**src/rtl/adder_chk_pkg.sv**
```systemverilog
// rtl/adder_chk_pkg.sv - shared types and constants for the adder response checker
package adder_chk_pkg;

    localparam int ADDER_CHK_WIDTH = 8;
    localparam int VEC_W           = 3*ADDER_CHK_WIDTH+3;

    typedef enum logic [1:0] {
        ST_IDLE,
        ST_RUN,
        ST_DRAIN,
        ST_DONE
    } chk_state_e;

    typedef struct packed {
        logic [ADDER_CHK_WIDTH-1:0] a;
        logic [ADDER_CHK_WIDTH-1:0] b;
        logic                       cin;
        logic [ADDER_CHK_WIDTH-1:0] sum;
        logic                       cout;
    } res_vec_t;

    localparam int RES_W = $bits(res_vec_t);

endpackage

```
**src/rtl/adder_chk_compare.sv**
```systemverilog
// rtl/adder_chk_compare.sv - registered stage-2 compare of one result vector against a+b+cin
module adder_chk_compare
    import adder_chk_pkg::*;
(
    input  logic     clk,
    input  logic     rst_n,
    input  logic     in_valid,
    input  res_vec_t in_vec,
    output logic     out_valid,
    output logic     out_mismatch,
    output res_vec_t out_vec
);

    logic [ADDER_CHK_WIDTH:0] expected;
    logic                     valid_q, valid_d;
    logic                     mismatch_q, mismatch_d;
    res_vec_t                 vec_q, vec_d;

    always_comb begin
        expected   = {1'b0, in_vec.a} + {1'b0, in_vec.b}
                   + {{ADDER_CHK_WIDTH{1'b0}}, in_vec.cin};
        valid_d    = in_valid;
        mismatch_d = in_valid && (expected != {in_vec.cout, in_vec.sum});
        vec_d      = in_valid ? in_vec : vec_q;
    end

    always_ff @(posedge clk or negedge rst_n) begin
        if (!rst_n) begin
            valid_q    <= 1'b0;
            mismatch_q <= 1'b0;
            vec_q      <= '0;
        end else begin
            valid_q    <= valid_d;
            mismatch_q <= mismatch_d;
            vec_q      <= vec_d;
        end
    end

    assign out_valid    = valid_q;
    assign out_mismatch = mismatch_q;
    assign out_vec      = vec_q;

endmodule

```
**config.mk**
```make
export PLATFORM = sky130hd
export DESIGN_NAME = adder_chk_compare
export DESIGN_NICKNAME = d
export VERILOG_FILES = /design/src/rtl/adder_chk_pkg.sv /design/src/rtl/adder_chk_compare.sv
export SDC_FILE = /design/constraint.sdc
export NUM_CORES = 1
export LEC_CHECK = 0
export ABC_CLOCK_PERIOD_IN_PS = 1200
export CAP_MARGIN = 20
export CORE_ASPECT_RATIO = 0.8
export CORE_MARGIN = 1
export CORE_UTILIZATION = 35
export CTS_CLUSTER_DIAMETER = 50
export CTS_CLUSTER_SIZE = 8
export DETAILED_ROUTE_END_ITERATION = 8
export PLACE_DENSITY = 0.66
export SYNTH_ARGS = -nofsm -noshare
export SYNTH_HDL_FRONTEND = slang
export SYNTH_SLANG_ARGS = --single-unit
```
**constraint.sdc**
```tcl
create_clock -name clk -period 1.2 [get_ports clk]
set_clock_uncertainty 0.2 [all_clocks]
set_input_delay 0.36 -clock clk [delete_from_list [all_inputs] [get_ports clk]]
set_output_delay 0.36 -clock clk [all_outputs]
set_load 0.005 [all_outputs]
```
# Word-level counts from Yosys, hierarchy flattened
# Index checks and enable logic that the tools add are counted.
# op_classes
n_addsub	2
eq_ne	1
n_reduce_logical	1
# op_table
op	count
8-bit by 8-bit adder with 9-bit output	1
9-bit by 1-bit adder with 9-bit output	1
9-bit inequality test	1
1-bit logical AND	1
# word_totals
reg_bits	28
in_bits	29
out_inout_bits	28
elab_cells	11

# Longest topological paths before layout
# depth
word_depth	4
depth_mapped	9
depth_no_buf	9

# Worst setup path before layout
# OpenSTA, ideal clock, no wires.
# synth_path
path_kind	input-to-reg
start	input port in_vec[9] (netlist name)
end	register mismatch_q, in the netlist out_mismatch
t_arrival_ps	2245
required_ps	871
setup_slack_ps	-1374
stages	9
path_cell_list	inv_1 -> fa_1 -> inv_1 -> fa_1 -> xnor2_1 -> o211ai_1 -> a211oi_1 -> nand4_1 -> o41a_1
# synth_via
elab_chain_len	3
# synth_rtl
element	line_no	source
start: declaration	adder_chk_compare.sv:8	input res_vec_t in_vec,
9-bit by 1-bit adder with 9-bit output	adder_chk_compare.sv:21	+ {{ADDER_CHK_WIDTH{1'b0}}, in_vec.cin};
9-bit inequality test	adder_chk_compare.sv:23	mismatch_d = in_valid && (expected != {in_vec.cout, in_vec.sum});
1-bit logical AND	adder_chk_compare.sv:23	
named net mismatch_d	adder_chk_compare.sv:16	logic mismatch_q, mismatch_d;
end signal: assignment	adder_chk_compare.sv:34	mismatch_q <= mismatch_d;
end: declaration	adder_chk_compare.sv:16	
# The timed path passes the listed nets, and every way through them passes these cells.
# A chain may end at the register's enable or synchronous reset.

# Final worst setup path
# layout_path
start	input port in_vec[15] (netlist name)
end	register mismatch_q, in the netlist out_mismatch
# layout_via
elab_chain_len	4
# layout_rtl
element	line_no	source
8-bit by 8-bit adder with 9-bit output	adder_chk_compare.sv:20	expected = {1'b0, in_vec.a} + {1'b0, in_vec.b}
9-bit by 1-bit adder with 9-bit output	adder_chk_compare.sv:21	
9-bit inequality test	adder_chk_compare.sv:23	
1-bit logical AND	adder_chk_compare.sv:23	
named net mismatch_d	adder_chk_compare.sv:16	
# The timed path passes the listed nets, and every way through them passes these cells.

==> key figures <==
Outcome
  – Outcome: finished, violations left
  – Violated checks: negative setup slack

Detailed routing
  – Wirelength per Cell: 14.2 um
  – Drt via density: 4.62
  – Final ANT Viol Nets: 0
  – First drt pass iteration count: 4
  – DR DRC count: 0
  – Via count: 1169
  – WL final: 3580 um
  – DRT iter0 DRCs: 35

Layout
  – Post-layout util: 61.0%
  – Final instance area: 0.00238 mm^2
  – FF+latch area: 701 um^2
  – Nets@finish: 237
  – Multi-input logic area: 821 um^2
  – Fillers: 339
  – Most frequent cells in the layout: dfrtp_1, buf_2, buf_4
  – Layout cell share with drive strength beyond 1: 48.5%
  – P&R area growth vs syn: 61.7%
  – Number of diodes: 0

Die
  – Die ar.: 0.00447 mm^2
  – Row count: 20
  – Die X: 74.5 um
  – Core ar.: 0.00390 mm^2
  – # IOs: 57
  – Initial Utilization: 37.7%
  – Die Span Y: 60.0 um

Global route
  – First-pass GRT wire length: 5830 um
  – GRT Total Usage: 17.5%
  – Gr ovfl total: 0
  – Vias in the first global route: 1242
  – Initial antenna violation count: 0
  – Largest net degree at the start of global routing: 29

Synthesis
  – Synthesized area per cell: 13.1 um^2
  – Sequential fraction of the synthesis area: 47.6%
  – Library cells used by synthesis: 33
  – Syn nets: 150
  – Synth Instances: 112
  – Yosys top cell area share: 47.6%
  – YS warnings: 0
  – Synth Cell Area: 0.00147 mm^2
  – Yosys reg bits: 28
  – Ranking of synthesized cells by area: dfrtp_1, mux2_2, ha_1, xnor2_1, mux2_1
  – Synth area leader: dfrtp_1

Worst setup path
  – Critical path startpoint category: input port
  – Flop2flop setup slack: 0.01 ns
  – Setup crit start: in_vec[15]
  – Setup CP Type: in -> reg
  – CP Capture Type: flip-flop
  – Reg2reg start: out_vec[13]$_DFFE_PN0P_
  – Worst Path Arrival: 2.20 ns
  – Reg2Reg Depth: 3
  – R2R Path End: out_vec[13]$_DFFE_PN0P_
  – Largest fanout on the critical path: 3
  – Critical path data required time: 1.16 ns

Timing
  – Slew HR: 79.3%
  – Worst setup margin: -1.04 ns
  – Final setup fails: 29
  – FMAX: 446 MHz
  – Final period util: 187%
  – Final Hold Vio Count: 0
  – Slew Viols, Final: 0
  – Slew at the pin with the worst max-slew slack: 0.310 ns
  – Tmin final: 2.24 ns
  – RSZ-0062 raised after global routing: true

Clock network
  – Clock Path Buffers: 2
  – Clock-pin slew on the worst setup and hold paths: 0.09 ns
  – Worst skew pair latency: 0.28 ns
  – CTS tree: built
  – CTS sink count: 28
  – Num CTS Buffers: 3
  – H-tree levels: 1
  – Clock root buffer master: clkbuf_8

Pwr
  – Pint: 1.98 mW
  – Reg power frac: 41.1%
  – PD cells: 1100 mW/mm^2
  – Overall power: 2.63 mW
  – Largest vdd supply drop: 0.913 mV
  – Leak pwr: 1.13 nW
  – Net Sw Frac: 24.7%
  – NetSw: 0.649 mW
  – Comb power frac: 30.5%
  – Power share of the clock group: 28.3%

Placed design
  – Placed Area: 0.00236 mm^2
  – Setup WS pre-CTS: -1.85 ns
  – Port bufs: 56
  – Final HPWL from detailed placement: 2690 um
  – Placer congestion estimate: 0.809

Hold path
  – Hold Path Stages: 1
  – Hold Path End: out_valid$_DFF_PN0_
  – Hold wc startpoint: in_valid
  – HP Class: in -> reg

Job
  – Max-cap violation count: 0
synthesized netlist by cell type, drive strengths merged:
library cell / instances
nand4b: 1
dfrtp: 28
a2111oi: 1
a21boi: 1
o41a: 1
nor2b: 1
inv: 5
clkbuf: 1
a21oi: 2
nor2: 2
o2111ai: 1
mux2i: 2
o21a: 2
nand3: 2
or2: 2
or4: 1
o22ai: 2
nand2: 2
xor2: 3
a31oi: 1
a211oi: 1
nor3b: 1
ha: 7
xnor2: 10
nand4: 1
buf: 2
mux2: 26
fa: 2
o211ai: 1
logic make-up (layout without fill, tap and decap cells):
family | count (synthesis) | in the layout | share of synthesized area, %
compound gates | 13 | 13 | 7.23
xor+xnor | 13 | 13 | 7.74
fa+ha+maj | 9 | 9 | 8.67
buf+inv | 8 | 94 | 2.21
flops | 28 | 28 | 47.6
mux | 28 | 28 | 21.3
simple gates | 13 | 13 | 5.27
power by group through the flow:
stage	registers, mW	logic (mW)	clock network [mW]
after global routing	1.09	0.877	0.813
after CTS	1.08	0.792	0.774
final	1.08	0.802	0.744
after global placement	1.10	0.832	0
after floorplan	1.11	0.389	0
after detailed placement	1.10	0.840	0
layout make-up:
class | instances | share of cell area [%]
clock buffers | 3 | 1.74
clock inverters | 1 | 1.26
inverters | 5 | 1.21
multi-input cells | 76 | 34.5
flip-flops and latches | 28 | 29.4
well taps | 55 | 2.89
repair buffers | 85 | 29.0
sequential cells by signal, indices dropped and copies added (netlist names):
| register | flops |
|---|---|
| out_valid | 1 |
| out_mismatch | 1 |
| out_vec | 26 |
worst max-delay path, cell delays in order:
cell and delay, ns:
clkdlybuf4s50_1 0.45, ha_1 0.25, or4_4 0.54, o22ai_2 0.14
xnor2_1 0.08, o41a_1 0.39
layer usage:
layer,GRT usage (%),wire (um),up-vias
li1,-,-,571
met1,23.9,1740,553
met2,28.7,1580,39
met3,4.55,212,6
met4,2.43,51,0
met5,0,0,-
worst max path at each step:
stage                     slack (ns)  cells after the start                      to
final                          -1.04                      6  out_mismatch$_DFF_PN0_
after global routing           -1.12                     10  out_mismatch$_DFF_PN0_
after CTS                      -1.15                     10  out_mismatch$_DFF_PN0_
after detailed placement       -1.85                     10  out_mismatch$_DFF_PN0_
after global placement         -1.81                     10  out_mismatch$_DFF_PN0_
after floorplan                -1.14                      9  out_mismatch$_DFF_PN0_
stage by stage:
step                hold WS, ns  std cells  setup TNS [ns]
floorplan                -0.136        112           -2.14
global placement          0.272        241          -12.38
detailed placement        0.283        241          -12.72
CTS                      0.0806        253           -5.68
global route             0.0742        253           -6.45
finish                   0.0861        253           -5.28
repair_timing:
item | in CTS | in global routing
hold buffers | 0 | 0
pin swaps | 6 | 6
resized for setup | 131 | 9
endpoints found under the setup margin | 31 | 34
setup buffers | 8 | 7
(Power assumes the default switching activity.)
